[src/rtl/mul_sched_pkg.sv]
// Shared definitions for the round-robin multiplier scheduler.
// - id_width(n)       : requester-index width, never narrower than one bit
// - entry_width(w, n) : packed width of one result FIFO entry {data, id}
// - rsp_entry_t       : result FIFO entry at the default WIDTH / N_REQ shape
package mul_sched_pkg;

  localparam int DEF_WIDTH = 16;
  localparam int DEF_N_REQ = 4;

  function automatic int id_width(input int n);
    return ($clog2(n) > 1) ? $clog2(n) : 1;
  endfunction

  function automatic int entry_width(input int w, input int n);
    return w + id_width(n);
  endfunction

  localparam int DEF_IDW = id_width(DEF_N_REQ);

  typedef struct packed {
    logic [DEF_WIDTH-1:0] data;
    logic [DEF_IDW-1:0]   id;
  } rsp_entry_t;

endpackage

[src/rtl/mul_sched_fifo.sv]
// Synchronous result FIFO for the multiplier scheduler.
// Ports:
//   clk, rst_n            clock, asynchronous active-low reset (pointers/count only)
//   push, push_data       write request and entry
//   pop, pop_data         read request and head entry (valid while !empty)
//   count, empty          occupancy and empty flag
// A push and a pop in the same cycle on a full FIFO is accepted and keeps
// the count unchanged.
module mul_sched_fifo #(
  parameter  int WIDTH = 18,
  parameter  int DEPTH = 4,
  localparam int PW    = (DEPTH > 1) ? $clog2(DEPTH) : 1,
  localparam int CW    = $clog2(DEPTH + 1)
) (
  input  logic             clk,
  input  logic             rst_n,
  input  logic             push,
  input  logic [WIDTH-1:0] push_data,
  input  logic             pop,
  output logic [WIDTH-1:0] pop_data,
  output logic [CW-1:0]    count,
  output logic             empty
);

  logic [WIDTH-1:0] mem [DEPTH];
  logic [PW-1:0]    wr_ptr;
  logic [PW-1:0]    rd_ptr;
  logic             full;
  logic             do_push;
  logic             do_pop;

  function automatic logic [PW-1:0] next_ptr(input logic [PW-1:0] p);
    return (p == PW'(DEPTH - 1)) ? '0 : p + PW'(1);
  endfunction

  assign empty    = (count == '0);
  assign full     = (count == CW'(DEPTH));
  assign do_pop   = pop && !empty;
  assign do_push  = push && (!full || do_pop);
  assign pop_data = mem[rd_ptr];

  always_ff @(posedge clk or negedge rst_n) begin
    if (!rst_n) begin
      wr_ptr <= '0;
      rd_ptr <= '0;
      count  <= '0;
    end else begin
      if (do_push) wr_ptr <= next_ptr(wr_ptr);
      if (do_pop)  rd_ptr <= next_ptr(rd_ptr);
      case ({do_push, do_pop})
        2'b10:   count <= count + CW'(1);
        2'b01:   count <= count - CW'(1);
        default: count <= count;
      endcase
    end
  end

  // Storage carries no reset; only pointers and count decide what is valid.
  always_ff @(posedge clk) begin
    if (do_push) mem[wr_ptr] <= push_data;
  end

  // Credit accounting upstream keeps this from ever firing.
  no_write_when_full: assert property (@(posedge clk) disable iff (!rst_n)
    !(push && full && !pop));

endmodule

[src/rtl/simp_fun.sv]
// Registered WIDTH x WIDTH multiplier, two-cycle latency, low WIDTH bits kept.
// Ports:
//   clk          clock
//   rst          synchronous active-high clear
//   a_in, b_in   operands sampled every cycle
//   c_out        product of the operands presented two cycles earlier
module simp_fun #(
  parameter int WIDTH = 16
) (
  input  logic             clk,
  input  logic             rst,
  input  logic [WIDTH-1:0] a_in,
  input  logic [WIDTH-1:0] b_in,
  output logic [WIDTH-1:0] c_out
);

  logic [WIDTH-1:0] a_p0;
  logic [WIDTH-1:0] b_p0;
  logic [WIDTH-1:0] c_p1;

  always_ff @(posedge clk) begin
    if (rst) begin
      a_p0 <= '0;
      b_p0 <= '0;
      c_p1 <= '0;
    end else begin
      // p0: operand capture
      a_p0 <= a_in;
      b_p0 <= b_in;
      // p1: product, truncated by the assignment width
      c_p1 <= a_p0 * b_p0;
    end
  end

  assign c_out = c_p1;

endmodule

[src/rtl/mul_rr_sched.sv]
// Round-robin scheduler sharing one registered multiplier among N_REQ requesters.
// Ports:
//   clk, rst_n           clock, asynchronous active-low reset
//   req_valid/req_ready  per-requester operand handshake (at most one ready bit)
//   req_a, req_b         packed operands, requester i at [i*WIDTH +: WIDTH]
//   rsp_valid/rsp_ready  result handshake, results in issue order
//   rsp_data, rsp_id     product (low WIDTH bits) and originating requester index
//   busy                 something in the multiplier pipe or queued
// Issue is gated by credits so every product in flight is guaranteed a FIFO slot.
module mul_rr_sched
  import mul_sched_pkg::*;
#(
  parameter  int N_REQ      = 4,
  parameter  int WIDTH      = 16,
  parameter  int LAT        = 2,
  parameter  int FIFO_DEPTH = 4,
  localparam int IDW        = id_width(N_REQ)
) (
  input  logic                   clk,
  input  logic                   rst_n,
  input  logic [N_REQ-1:0]       req_valid,
  output logic [N_REQ-1:0]       req_ready,
  input  logic [N_REQ*WIDTH-1:0] req_a,
  input  logic [N_REQ*WIDTH-1:0] req_b,
  output logic                   rsp_valid,
  input  logic                   rsp_ready,
  output logic [WIDTH-1:0]       rsp_data,
  output logic [IDW-1:0]         rsp_id,
  output logic                   busy
);

  localparam int EW    = entry_width(WIDTH, N_REQ);
  localparam int CW    = $clog2(FIFO_DEPTH + 1);
  localparam int OCC_W = $clog2(FIFO_DEPTH + LAT + 1);

  typedef struct packed {
    logic [WIDTH-1:0] data;
    logic [IDW-1:0]   id;
  } entry_t;

  logic [IDW-1:0]   rr_ptr;
  logic [IDW-1:0]   grant;
  logic [IDW-1:0]   next_ptr;
  logic             found;
  logic             issue_ok;
  logic             accept;
  logic [OCC_W-1:0] occ;
  logic [LAT-1:0]   vld_pipe;
  logic [IDW-1:0]   id_pipe [LAT];
  logic [WIDTH-1:0] mul_a;
  logic [WIDTH-1:0] mul_b;
  logic [WIDTH-1:0] mul_c;
  logic [CW-1:0]    fifo_count;
  logic             fifo_empty;
  entry_t           push_entry;
  entry_t           head_entry;

  // Issue stage: round-robin search starting at rr_ptr.
  always_comb begin
    logic [IDW-1:0] idx;
    found = 1'b0;
    grant = '0;
    idx   = '0;
    for (int k = 0; k < N_REQ; k++) begin
      idx = IDW'((int'(rr_ptr) + k) % N_REQ);
      if (!found && req_valid[idx]) begin
        found = 1'b1;
        grant = idx;
      end
    end
  end

  // Registered count only, so a pop frees its credit one cycle later.
  always_comb begin
    occ = OCC_W'(fifo_count);
    for (int i = 0; i < LAT; i++) begin
      occ = occ + OCC_W'(vld_pipe[i]);
    end
  end

  assign issue_ok = rst_n && (occ < OCC_W'(FIFO_DEPTH));
  assign accept   = found && issue_ok;
  assign next_ptr = (grant == IDW'(N_REQ - 1)) ? '0 : grant + IDW'(1);

  always_comb begin
    req_ready = '0;
    if (accept) req_ready[grant] = 1'b1;
  end

  assign mul_a = accept ? req_a[int'(grant)*WIDTH +: WIDTH] : '0;
  assign mul_b = accept ? req_b[int'(grant)*WIDTH +: WIDTH] : '0;

  always_ff @(posedge clk or negedge rst_n) begin
    if (!rst_n) begin
      rr_ptr   <= '0;
      vld_pipe <= '0;
    end else begin
      if (accept) rr_ptr <= next_ptr;
      vld_pipe[0] <= accept;
      for (int i = 1; i < LAT; i++) begin
        vld_pipe[i] <= vld_pipe[i-1];
      end
    end
  end

  always_ff @(posedge clk) begin
    id_pipe[0] <= grant;
    for (int i = 1; i < LAT; i++) begin
      id_pipe[i] <= id_pipe[i-1];
    end
  end

  // Multiply stages: validity is tracked by vld_pipe, never by the datapath.
  simp_fun #(
    .WIDTH (WIDTH)
  ) u_mul (
    .clk   (clk),
    .rst   (1'b0),
    .a_in  (mul_a),
    .b_in  (mul_b),
    .c_out (mul_c)
  );

  // Result stage: product and its ID enter the FIFO together.
  assign push_entry = '{data: mul_c, id: id_pipe[LAT-1]};

  mul_sched_fifo #(
    .WIDTH (EW),
    .DEPTH (FIFO_DEPTH)
  ) u_fifo (
    .clk       (clk),
    .rst_n     (rst_n),
    .push      (vld_pipe[LAT-1]),
    .push_data (push_entry),
    .pop       (rsp_valid && rsp_ready),
    .pop_data  (head_entry),
    .count     (fifo_count),
    .empty     (fifo_empty)
  );

  assign rsp_valid = !fifo_empty;
  assign rsp_data  = head_entry.data;
  assign rsp_id    = head_entry.id;
  assign busy      = (|vld_pipe) || !fifo_empty;

endmodule

[config.mk]
export PLATFORM = sky130hd
export DESIGN_NAME = mul_rr_sched
export DESIGN_NICKNAME = d
export VERILOG_FILES = /design/src/rtl/mul_sched_pkg.sv /design/src/rtl/mul_sched_fifo.sv /design/src/rtl/simp_fun.sv /design/src/rtl/mul_rr_sched.sv
export SDC_FILE = /design/constraint.sdc
export NUM_CORES = 1
export LEC_CHECK = 0
export BUFFER_PORTS_ARGS = -buffer_cell sky130_fd_sc_hd__buf_2
export CORE_MARGIN = 2
export CORE_UTILIZATION = 34
export CTS_CLUSTER_SIZE = 12
export DETAILED_ROUTE_END_ITERATION = 8
export GPL_ROUTABILITY_DRIVEN = 0
export GPL_TIMING_DRIVEN = 0
export PLACE_DENSITY = 0.63
export SYNTH_ARGS = -nofsm -noshare
export SYNTH_HDL_FRONTEND = slang
export SYNTH_HIERARCHICAL = 1
export SYNTH_SLANG_ARGS = --single-unit
export TNS_END_PERCENT = 30
[constraint.sdc]
create_clock -name clk -period 11.3 [get_ports clk]
set_input_delay 1.13 -clock clk [delete_from_list [all_inputs] [get_ports clk]]
set_output_delay 1.13 -clock clk [all_outputs]
set_load 0.005 [all_outputs]
Yosys cells after proc, flatten, opt, wreduce, memory -nomap -nowiden
Memory sizes are Yosys's and may differ from the RTL's.
Index checks and enable logic that the tools add are counted.
- add/sub/neg operators: 10
- multipliers: 1
- divide/modulo/power cells: 0
- order comparisons: 7
- equal/unequal tests: 6
- shifts and indexed selects: 2
- mux-type cells: 25
- bitwise logic cells: 0
- reduce and logical (&&, ||, !) cells: 19
- operator list (operator ; number):
    $shiftx 64x7->16 ; 2
    $mul 16x16->16 ; 1
    $lt 2x3->1 const B ; 5
    $mux 2 ; 7
    $mux 1 ; 11
    $logic_and 1x1->1 ; 9
    $add 2x1->2 const B ; 4
    $bmux 1 s2 ; 4
    $eq 2x2->1 const B ; 4
    $add 3x1->3 ; 2
    $pmux 3 s2 ; 1
    $logic_not 1->1 ; 5
    $add 2x2->2 const B ; 2
    $mux 4 ; 1
    $add 3x1->3 const B ; 1
    $eq 3x3->1 const B ; 1
    $logic_not 3->1 ; 1
    $lt 3x3->1 const B ; 1
    $sub 3x1->3 const B ; 1
    $demux 1 s2 ; 1
    $eq 2x1->1 const B ; 1
    $ge 2x1->1 const B ; 1
    $logic_or 1x1->1 ; 2
    $reduce_bool 2->1 ; 1
    $reduce_or 2->1 ; 1
- bits in registers: 59
- bits in latches: 0
- bits in writable memories: 76
- memory bits (read-only): 0
- bits of input ports: 135
- memories: 2
- memories (memory ; words ; width ; rd ports ; clocked after Yosys merged registers in ; wr ports ; line ; text):
    u_fifo.mem ; 4 ; 18 ; 1 ; 0 ; 1 ; mul_sched_fifo.sv:25 ; logic [WIDTH-1:0] mem [DEPTH];
    id_pipe ; 2 ; 2 ; 2 ; 0 ; 2 ; mul_rr_sched.sv:49 ; logic [IDW-1:0] id_pipe [LAT];

Logic depth before layout (Yosys ltp)
Gate-level depths: netlist of the first run.
- depth in word-level cells: 17
- gate-level depth with buffers: 21
- depth with buffers taken out: 20

By module
The synthesis of the first run kept the hierarchy.
- modules (own cells, without submodules) (module ; instances ; cells an instance ; area an instance (sq um)):
    simp_fun ; 1 ; 563 ; 5168.7
    mul_sched_fifo ; 1 ; 134 ; 3035.4
    mul_rr_sched ; 1 ; 161 ; 1501.4

Worst setup path after synthesis of the first run
OpenSTA, ideal clock, no wires.
- path kind: register to register
- from: register u_mul.b_p0[1]
- to: register u_mul.c_p1[14] (netlist: u_mul/c_out[14])
- library setup time: 114 ps
- arrival: 5000 ps
- data required time: 11186 ps
- path slack: 6186 ps
- cell stages (with the launch flop): 20
- buffers on the path: 1
- period minus slack after synthesis: 5114 ps
- cell sequence: dfxtp_1 clkbuf_1 nand2_1 fa_1 fa_1 inv_1 fa_1 inv_1 fa_1 inv_1 fa_1 inv_1 fa_1 inv_1 ha_1 or3_1 nand2b_1 o221ai_1 xor2_1 nor2_1
- word-level cells in the longest chain between the ends: 1
- ends and longest elaborated chain (item ; line ; text):
    start: declaration ; simp_fun.sv:18 ; logic [WIDTH-1:0] b_p0;
    start signal: assignment ; simp_fun.sv:29 ; b_p0 <= b_in;
    $mul 16x16->16 ; simp_fun.sv:31 ; c_p1 <= a_p0 * b_p0;
    end signal: assignment ; simp_fun.sv:31 ;
    end: declaration ; simp_fun.sv:19 ; logic [WIDTH-1:0] c_p1;
Every way passes these cells.
A chain may end at the register's enable or synchronous reset.

Final worst setup path of the first run
- from: register u_mul.a_p0[5]
- to: register u_mul.c_p1[15] (netlist: u_mul/c_out[15])
- word-level cells in the longest chain between the ends: 1
- ends and longest elaborated chain (item ; line ; text):
    start: declaration ; simp_fun.sv:17 ; logic [WIDTH-1:0] a_p0;
    start signal: assignment ; simp_fun.sv:28 ; a_p0 <= a_in;
    $mul 16x16->16 ; simp_fun.sv:31 ;
Every way passes these cells.

==> impl_metrics.yaml, run 1 <==
global_route:
  antenna_found_initial: 0
  grt_max_degree: 19
  grt_pass1_wl_um: 35590
  grt_pass1_vias: 6954
  track_usage_pct: 15.05
  grt-ovfl-total: 0
yosys:
  async_reset_ff_share_pct: 8.148
  syn_avg_cell_area_um2: 11.31
  netlist_area_um2: 9706
  ys.warnings.count: 6
  synth-xor-area-share_pct: 3.919
  synth_top_family_by_area: "adder cells"
  synth_compound_area_share_pct: 4.319
  ys_ff_latch: 135
  synth_fa_ha_area_share_pct: 24.44
  synth_mux_area_share_pct: 11.54
  ys_types: 55
  syn_inst: 858
  yosysSeqAreaShare_pct: 35.84
  synthFlopType: "edfxtp_1"
  synth_edf_count: 72
  synth_simple_gate_area_share_pct: 12.52
cells_and_area:
  multiInputGateArea_um2: 5518
  fillerInstances: 2752
  antenna_cells: 0
  regArea_um2: 3478
  areaGrowthSynthToFinish_pct: 19.17
  drive_gt1_share_pct: 23.33
  utilization_pct: 41.40
  nNetsFinal: 1313
floorplan:
  rows: 61
  core_area_um2: 27930
  initial_utilization_pct: 34.74
  dieArea_um2: 29910
  die_x_um: 173.0
  io_pins: 159
  die_y_um: 173.0
clock_tree:
  cts_resized: 0
  cts_root_buf: "clkbuf_16"
  insertion_delay_ns: 0.42
  cts_tree: "built"
  cts_setup_buffers: 0
  cts.clk_slew.worst_paths_ns: 0.06
  cts.sinks: 135
  ctsHoldBuffers: 0
  cts_buffers: 17
  htree_levels: 4
  clk_path_buf_depth: 2
critical_path:
  worstPathCellList: "clkbuf_1 -> nand2_1 -> fa_1 -> inv_1 -> fa_1 -> inv_1 -> fa_1 -> fa_1 -> fa_1 -> fa_1 -> xnor2_1 -> xnor2_1 -> xnor2_1 -> xnor2_1 -> xnor3_1 -> xnor2_1 -> nor2_1"
  crit_slowest_cell: "fa_1"
  cp-end-kind: "flip-flop"
  startpoint_type: "flip-flop"
  critPathLaunch: "u_mul/a_p0[5]$_SDFF_PP0_"
  path_common_cell: "fa_1"
  reg2reg_from: "u_mul/a_p0[5]$_SDFF_PP0_"
  crit_fanout: 10
  cp.depth: 17
  endpoint: "u_mul/c_out[15]$_SDFF_PP0_"
  rr_endpoint: "u_mul/c_out[15]$_SDFF_PP0_"
  path_delay_family: "adder cells"
  reg2reg_depth: 17
  r2r_setup_slack_ns: 5.69
  critPathKind: "flip-flop to flip-flop"
  slowest_delay_ns: 0.52
  worst-path-buf-inv: 3
  required_ns: 11.61
  cp.arrival_ns: 5.92
pwr:
  comb_power_share_pct: 35.8
  p_int_mw: 1.298
  p_leak_nw: 5.231
  p_per_area_nw_per_um2: 167.3
  p_clk_share_pct: 28.3
  ir_drop_uv: 105.4
  p_sw_uw: 637.0
  power_frac_seq_pct: 35.9
  swShare_pct: 32.92
hold_path:
  hold_path.class: "flip-flop to flip-flop"
  min-delay-start: "id_pipe[0][1]$_DFF_P_"
sta:
  rsz0062_at_grt: "no"
  setup-tns-final_ns: 0
  worstMarginPinSlew_ns: 0.9600
  fmaxAchievable_ghz: 0.1783
  period_share_pct: 49.62
  finalHoldViolations: 0
  finalCriticalPeriod_ns: 5.607
  setup_violations: 0
  drv_slew: 0
  maxSlewHeadroom_pct: 36.00
  fin_skew_ns: 0.01004
drt:
  vias: 6488
  drt_iter0_drc: 221
  drt_wl_total_um: 21810
  routedWlPerCell_um: 15.27
  ant_nets: 0
  firstDrtPassIters: 4
  routed_via_density: 4.543
  drc_errors: 0
place:
  port-buffer-count: 158
  hpwl_um: 17560
job:
  cap_violations: 0
run_status:
  status: "completed"
==> per-layer routing <==
metal | routed length [um] | GRT usage, % | up-vias | part of all wire, %
met5 | 0 | 0 | - | 0
met4 | 378 | 4.696 | 0 | 1.7
met3 | 967 | 2.265 | 25 | 4.4
met2 | 10990 | 26.97 | 202 | 50
met1 | 9478 | 18.63 | 3080 | 43
li1 | - | - | 3181 | -
==> synth_stat cells (6+ instances only) <==
cell type	n	area share [%]
a21o_1	6	0.46
a21oi_1	6	0.31
and2_1	62	4.0
and2_2	7	0.54
buf_2	10	0.52
clkbuf_1	15	0.58
dfrtp_1	11	2.8
dfxtp_1	52	11
edfxtp_1	72	22
fa_1	81	17
ha_1	60	7.7
inv_1	124	4.8
mux2i_1	65	6.7
mux4_2	18	4.2
nand2_1	82	3.2
nor2_1	16	0.62
nor2b_1	39	2.5
o21ai_0	10	0.52
o22ai_1	32	2.1
xnor2_1	29	2.6
xor2_1	10	0.90
==> placed cells by master (no fill, tap or decap), types with 11 or more instances in the layout <==
cell type  instances
ha_1              60
xnor2_1           29
o22ai_1           32
clkbuf_1          16
edfxtp_1          72
nor2_1            16
dfxtp_1           52
and2_1            62
mux2i_1           65
nor2b_1           39
nand2_1           82
dfrtp_1           11
clkbuf_16         17
fa_1              81
inv_1            124
mux4_2            18
buf_2            168
==> cell families after synthesis <==
group                      count (synthesis)
adders and majority gates                141
buffers and inverters                    160
and+or+nand+nor                          228
AOI/OAI and AO/OA                         64
other                                      1
muxes                                     88
DFF                                      135
xor gates and xnor gates                  41
==> power groups by stage <==
stage | sequential [mW] | clock, mW | combinational [mW]
floorplan | 0.672 | 0 | 0.513
CTS | 0.696 | 0.560 | 0.706
finish | 0.695 | 0.547 | 0.693
global route | 0.708 | 0.580 | 0.767
detailed placement | 0.706 | 0 | 0.704
global placement | 0.702 | 0 | 0.699
==> how the worst min path moves through the flow <==
| stage | end | slack (ns) | depth (start not counted) |
|---|---|---|---|
| after detailed placement | id_pipe[0][2]$_DFF_P_ | 0.34 | 0 |
| after floorplan | id_pipe[0][2]$_DFF_P_ | 0.31 | 0 |
| final | id_pipe[0][3]$_DFF_P_ | 0.35 | 0 |
| after global placement | id_pipe[0][2]$_DFF_P_ | 0.34 | 0 |
| after CTS | id_pipe[0][2]$_DFF_P_ | 0.35 | 0 |
| after global routing | id_pipe[0][3]$_DFF_P_ | 0.36 | 0 |
==> per-stage QoR <==
step	hold WS [ns]	worst slack, ns	std cells	total power, mW	cell area, um2
floorplan	0.3096	6.186	860	1.185	9713
global placement	0.3447	5.695	1396	1.401	10980
detailed placement	0.3436	5.646	1396	1.410	10980
CTS	0.3540	5.646	1428	1.962	11570
global route	0.3579	5.339	1428	2.055	11570
finish	0.3495	5.693	1428	1.935	11570
==> state kept, by name, summed over array words and instances (netlist names) <==
name           count
u_fifo/count       3
vld_pipe           2
u_fifo/rd_ptr      2
u_fifo/mem        72
id_pipe            4
u_mul/c_out       16
u_mul/b_p0        16
u_fifo/wr_ptr      2
u_mul/a_p0        16
rr_ptr             2
==> layout make-up <==
class	count	area share (%)
timing repair buffer	158	6.837
multi-input combinational	565	47.71
sequential	135	30.07
inverter	125	4.057
clock buffer	19	3.830
tap	378	4.089
clock inverter	13	1.266
buffer	35	2.142
Note: power is estimated with default switching activity, not from simulation.
==> run 2: changes to the inputs <==
ABC_AREA = 1   (was default)
PLACE_DENSITY = 0.62   (was 0.63)
clock period = 5.5 ns   (was 11.3 ns; I/O delays follow)
==> run 2 against run 1 <==
Against the previous run:
- synthesized cell count grew 76%
- sequential share of layout area shrank 3.8 points
- worst setup slack lost 5.5 ns
- maximum frequency grew 6.6%
- clock skew grew 0.0052 ns
- clock-buffer cell count shrank 1
- non-clock buffer count grew 37
- core utilization shrank 0.56 points
- combinational power grew to 5.7 times the previous value
==> impl_metrics.yaml, run 2 <==
clock_tree:
  cts_root_buf: "clkbuf_16"
  clk_path_buf_depth: 2
  cts_tree: "built"
  htree_levels: 4
  insertion_delay_ns: 0.43
  cts.clk_slew.worst_paths_ns: 0.07
  cts.sinks: 135
  cts_buffers: 17
place:
  pre_cts_slack_ns: -0.3001
  hpwl_um: 23220
  port-buffer-count: 158
yosys:
  ys_ff_latch: 135
  synth_mux_area_share_pct: 0
  netlist.area_leader.share_pct: 19.24
  syn_nets: 1790
  synth-xor-area-share_pct: 0.3118
  ys_types: 41
  synth_simple_gate_area_share_pct: 24.22
  async_reset_ff_share_pct: 8.148
  synth_top_area_cell: "edfxtp_1"
  synth_top_family_by_area: "simple AND/OR/NAND/NOR gates"
  ys_top_cells_by_count: "431 x nand2_1, 372 x inv_1, 133 x nand3_1"
  ys.warnings.count: 6
  syn_avg_cell_area_um2: 7.422
  syn_inst: 1514
  yosys.cell_count.top_type: "nand2_1"
  synth_compound_area_share_pct: 6.514
  synthFlopType: "edfxtp_1"
  synth_edf_count: 72
  netlist_area_um2: 11240
  yosysSeqAreaShare_pct: 30.95
  ys_top_cells_by_area: "edfxtp_1 19%, fa_1 14%, nand2_1 14%"
  synth_fa_ha_area_share_pct: 21.11
cells_and_area:
  areaGrowthSynthToFinish_pct: 18.25
  nNetsFinal: 1968
  largest_register_ffs: 72
  mostFrequentLayoutCells: "431 x nand2_1, 372 x inv_1, 186 x buf_2"
  regMostFlops: "u_fifo/mem"
  drive_gt1_share_pct: 17.48
  antenna_cells: 0
  final_common_cell: "nand2_1"
sta:
  rsz0062_at_grt: "no"
  worstMarginPinSlew_ns: 0.6434
  finalCriticalPeriod_ns: 5.262
  fmaxAchievable_ghz: 0.1900
  maxSlewHeadroom_pct: 57.06
  fin_skew_ns: 0.01520
  finalHoldViolations: 0
  final.setup.worst_slack_ns: 0.2381
  setup-tns-final_ns: 0
  drv_slew: 0
  setup_violations: 0
  period_share_pct: 95.67
global_route:
  grt_pass1_vias: 9844
  track_usage_pct: 17.54
  grt_pass1_wl_um: 47390
  grt-ovfl-total: 0
  antenna_found_initial: 0
  grt_max_degree: 17
floorplan:
  core_area_um2: 32540
  rows: 66
  dieArea_um2: 34520
  io_pins: 159
  initial_utilization_pct: 34.54
  die_x_um: 185.8
  die_y_um: 185.8
critical_path:
  critPathKind: "flip-flop to flip-flop"
  required_ns: 5.84
  crit_fanout: 10
  startpoint_type: "flip-flop"
  crit_slowest_cell: "fa_1"
  worst-path-buf-inv: 4
  path_delay_family: "adder cells"
  worstPathCellList: "clkbuf_2 -> nand2_1 -> fa_1 -> inv_1 -> fa_1 -> inv_1 -> fa_1 -> fa_1 -> fa_1 -> fa_1 -> inv_1 -> ha_1 -> nand4_1 -> nand3b_1 -> o2111ai_2 -> nand3_1 -> nand2_1 -> nor2_1"
  cp.arrival_ns: 5.61
  reg2reg_depth: 18
  cp.depth: 18
  slowest_delay_ns: 0.60
  path_common_cell: "fa_1"
  cp-end-kind: "flip-flop"
pwr:
  ir_drop_uv: 423.7
  p_leak_nw: 7.208
  p_per_area_nw_per_um2: 501.4
hold_path:
  hold_path.class: "input port to async pin"
drt:
  drt_wl_total_um: 28970
  vias: 9760
  firstDrtPassIters: 5
  routedWlPerCell_um: 13.49
  drc_errors: 0
  ant_nets: 0
  routed_via_density: 4.546
  drt_iter0_drc: 557
run_status:
  status: "completed"
job:
  cap_violations: 0
[run 2: worst paths after layout]
path                                          startpoint                            to  slack, ns
worst max register to register  u_mul/a_p0[2]$_SDFF_PP0_    u_mul/c_out[15]$_SDFF_PP0_       0.24
worst min-delay path                               rst_n  u_fifo/wr_ptr[0]$_DFFE_PN0P_       0.01
min in group clk                   id_pipe[0][0]$_DFF_P_         id_pipe[0][2]$_DFF_P_       0.34
worst min register to register     id_pipe[0][0]$_DFF_P_         id_pipe[0][2]$_DFF_P_       0.34
max in group asynchronous                          rst_n   u_fifo/count[1]$_DFFE_PN0P_       5.23
worst max-delay path            u_mul/a_p0[2]$_SDFF_PP0_    u_mul/c_out[15]$_SDFF_PP0_       0.24
[run 2: logic make-up (layout without fill, tap and decap cells)]
kind of cell / after synthesis / after routing
AND/OR/NAND/NOR: 653 / 653
buffers and inverters: 452 / 643
adder cells (fa/ha/maj): 141 / 141
flip-flops: 135 / 135
AO/OA/AOI/OAI: 128 / 128
XOR/XNOR: 4 / 4
other: 1 / 1
[run 2: power by group]
part | internal, mW | switching (mW) | total, mW
clock network | 0.646 | 0.477 | 1.12
logic | 1.39 | 2.53 | 3.92
registers | 1.39 | 0.232 | 1.62
total | 3.43 | 3.24 | 6.66
[run 2: worst reg2reg max path: stages (launching register included)]
cell and delay (ns):
dfxtp_1 0.52, clkbuf_2 0.31, nand2_1 0.11, fa_1 0.40, inv_1 0.08, fa_1 0.40, inv_1 0.09, fa_1 0.42
fa_1 0.53, fa_1 0.53, fa_1 0.60, inv_1 0.05, ha_1 0.35, nand4_1 0.14, nand3b_1 0.14, o2111ai_2 0.17
nand3_1 0.13, nand2_1 0.06, nor2_1 0.16
[run 2: final cells by class]
| cell class | count | area, um2 |
|---|---|---|
| timing repair buffer | 162 | 863.3 |
| inverter | 381 | 1430 |
| multi-input combinational | 927 | 5886 |
| buffer | 68 | 483.0 |
| sequential | 135 | 3486 |
| tap | 442 | 553.0 |
| clock inverter | 14 | 157.7 |
| clock buffer | 18 | 429.2 |
| fill | 3346 | 19250 |
[run 2: routing by layer]
metal	wire [um]	GRT usage, %
met1	12570	21.12
met2	14390	31.72
met3	1330	2.798
met4	684	5.795
met5	0	0
[run 2: through the flow]
stage,cell area (um2),hold slack [ns],power (mW),util [%],instances
floorplan,11240,0.2544,4.309,-,1514
global placement,12580,0.3336,5.432,38.67,2114
detailed placement,12660,0.3289,5.524,38.92,2118
CTS,13260,0.006676,6.673,40.76,2149
global route,13290,0.009095,7.218,40.84,2147
finish,13290,0.01033,6.663,40.84,2147
[run 2: timing repair]
action                     in CTS  in global routing
hold buffers                    0                  0
resized for setup               6                 25
setup buffers                   0                  0
cloned                          0                  0
setup endpoints to repair       4                  4
==> run 3: changes to the inputs <==
CTS_BUF_LIST = sky130_fd_sc_hd__clkbuf_2 sky130_fd_sc_hd__clkbuf_4 sky130_fd_sc_hd__clkbuf_8   (was default)
==> run 3 against run 2 <==
Against the previous run:
- worst setup slack better by 0.0031 ns
- sequential cell count unchanged
- largest power group unchanged
- clock power down 26%
- sequential power about the same
- core utilization down 0.52 points
- clock-buffer cell count unchanged
- highest routed layer unchanged
- worst hold slack better by 0.33 ns
- routed wire length down 0.58%
- critical path depth unchanged
- combinational power about the same
==> impl_metrics.yaml, run 3 (synthesized netlist as in run 2, its figures left out) <==
cells_and_area:
  areaGrowthSynthToFinish_pct: 16.75
  drive_gt1_share_pct: 17.62
  fillerInstances: 3363
  nNetsFinal: 1971
  final_cells: 2150
  antenna_cells: 0
  utilization_pct: 40.32
  final_common_cell: "nand2_1"
  regMostFlops: "u_fifo/mem"
  largest_register_ffs: 72
  mostFrequentLayoutCells: "431 x nand2_1, 372 x inv_1, 186 x buf_2"
global_route:
  grt_max_degree: 17
  antenna_found_initial: 0
  grt_pass1_vias: 9800
  track_usage_pct: 17.33
  grt-ovfl-total: 0
  grt_pass1_wl_um: 46990
critical_path:
  worstPathCellList: "clkbuf_2 -> nand2_1 -> fa_1 -> inv_1 -> fa_1 -> inv_1 -> fa_1 -> fa_1 -> fa_1 -> fa_1 -> inv_1 -> ha_1 -> nand4_1 -> nand3b_1 -> o2111ai_2 -> nand3_1 -> nand2_1 -> nor2_1"
  startpoint_type: "flip-flop"
  required_ns: 5.86
  slowest_delay_ns: 0.59
  cp.arrival_ns: 5.62
  crit_fanout: 10
  worst-path-buf-inv: 4
  critPathKind: "flip-flop to flip-flop"
  path_delay_family: "adder cells"
  crit_slowest_cell: "fa_1"
  cp-end-kind: "flip-flop"
  path_common_cell: "fa_1"
drt:
  drt_iter0_drc: 593
  routedWlPerCell_um: 13.40
  routed_via_density: 4.540
  vias: 9761
  ant_nets: 0
  drt_wl_total_um: 28810
  drc_errors: 0
  firstDrtPassIters: 7
clock_tree:
  cts_tree: "built"
  cts.sinks: 135
  cts_setup_buffers: 0
  cts.clk_slew.worst_paths_ns: 0.09
  clk_path_buf_depth: 2
  cts_root_buf: "clkbuf_8"
  htree_levels: 4
  cts_buffers: 17
  insertion_delay_ns: 0.44
floorplan:
  initial_utilization_pct: 34.54
  die_y_um: 185.8
  dieArea_um2: 34520
  core_area_um2: 32540
  rows: 66
  die_x_um: 185.8
  io_pins: 159
pwr:
  p_int_mw: 3.166
  p_clk_share_pct: 13.0
  power_frac_seq_pct: 25.1
  comb_power_share_pct: 62.0
  swShare_pct: 50.20
  p_leak_nw: 7.137
  p_per_area_nw_per_um2: 484.7
  ir_drop_uv: 424.0
  p_sw_mw: 3.192
sta:
  drv_slew: 0
  maxSlewHeadroom_pct: 56.76
  setup_violations: 0
  fin_skew_ns: 0.01565
  fmaxAchievable_ghz: 0.1902
  finalHoldViolations: 0
  worstMarginPinSlew_ns: 0.6479
  setup-tns-final_ns: 0
  finalCriticalPeriod_ns: 5.259
  period_share_pct: 95.61
place:
  place_inst: 2118
  port-buffer-count: 158
  hpwl_um: 23220
job:
  cap_violations: 0
run_status:
  status: "completed"
hold_path:
  hold_path.class: "flip-flop to flip-flop"
-- run 3: cell type report --
cell class                      instances  area, um2  share of cell area (%)
Multi-Input combinational cell        927       5894                   44.93
Sequential cell                       135       3481                   26.53
Inverter                              381       1430                   10.90
Timing Repair Buffer                  163      873.3                   6.657
Tap cell                              442      553.0                   4.216
Buffer                                 70      488.0                   3.720
Clock buffer                           18      241.5                   1.841
Clock inverter                         14      157.7                   1.202
-- run 3: worst paths after layout --
check                                         start  slack [ns]  depth (start not counted)                           end
max                        u_mul/a_p0[2]$_SDFF_PP0_        0.24                         18    u_mul/c_out[15]$_SDFF_PP0_
min                           id_pipe[0][0]$_DFF_P_        0.34                          0         id_pipe[0][2]$_DFF_P_
max reg2reg                u_mul/a_p0[2]$_SDFF_PP0_        0.24                         18    u_mul/c_out[15]$_SDFF_PP0_
min reg2reg                   id_pipe[0][0]$_DFF_P_        0.34                          0         id_pipe[0][2]$_DFF_P_
max in group asynchronous                     rst_n        4.70                          2   u_fifo/count[1]$_DFFE_PN0P_
min in group asynchronous                     rst_n        0.53                          2  u_fifo/wr_ptr[0]$_DFFE_PN0P_
-- run 3: per-layer routing --
layer  GRT usage [%]  up-vias  routed length (um)
li1                -     4923                   -
met1           21.12     4479               12570
met2           30.91      301               13980
met3           2.426       58                1408
met4           6.583        0                 854
met5               0        -                   0
-- run 3: power by group through the flow --
stage                     clock (mW)  combinational (mW)  sequential, mW
after floorplan                    0                2.78            1.53
after CTS                      0.850                3.93            1.59
after global placement             0                3.83            1.61
after global routing           0.889                4.40            1.62
final                          0.825                3.94            1.59
after detailed placement           0                3.91            1.61
-- run 3: timing repair --
item / in CTS / in global routing
hold buffers: 1 / 0
setup endpoints to repair: 4 / 4
hold endpoints to repair: 11 / 0
resized for setup: 7 / 27
-- run 3: per-stage QoR --
step,total power [mW],worst slack [ns],hold slack (ns),instance area [um2]
finish,6.358,0.2412,0.3376,13120
global route,6.910,-0.001155,0.3310,13120
CTS,6.371,0.01344,0.3336,13080
detailed placement,5.524,-0.3001,0.3289,12660
global placement,5.432,-0.2556,0.3336,12580
floorplan,4.309,0.4258,0.2544,11240
-- run 3: worst register-to-register path, cell delays in order, from the launching register on --
cell and delay, ns:
dfxtp_1 0.52, clkbuf_2 0.31, nand2_1 0.11, fa_1 0.40
inv_1 0.08, fa_1 0.40, inv_1 0.09, fa_1 0.42
fa_1 0.53, fa_1 0.53, fa_1 0.59, inv_1 0.06
ha_1 0.35, nand4_1 0.14, nand3b_1 0.14, o2111ai_2 0.17
nand3_1 0.13, nand2_1 0.05, nor2_1 0.16
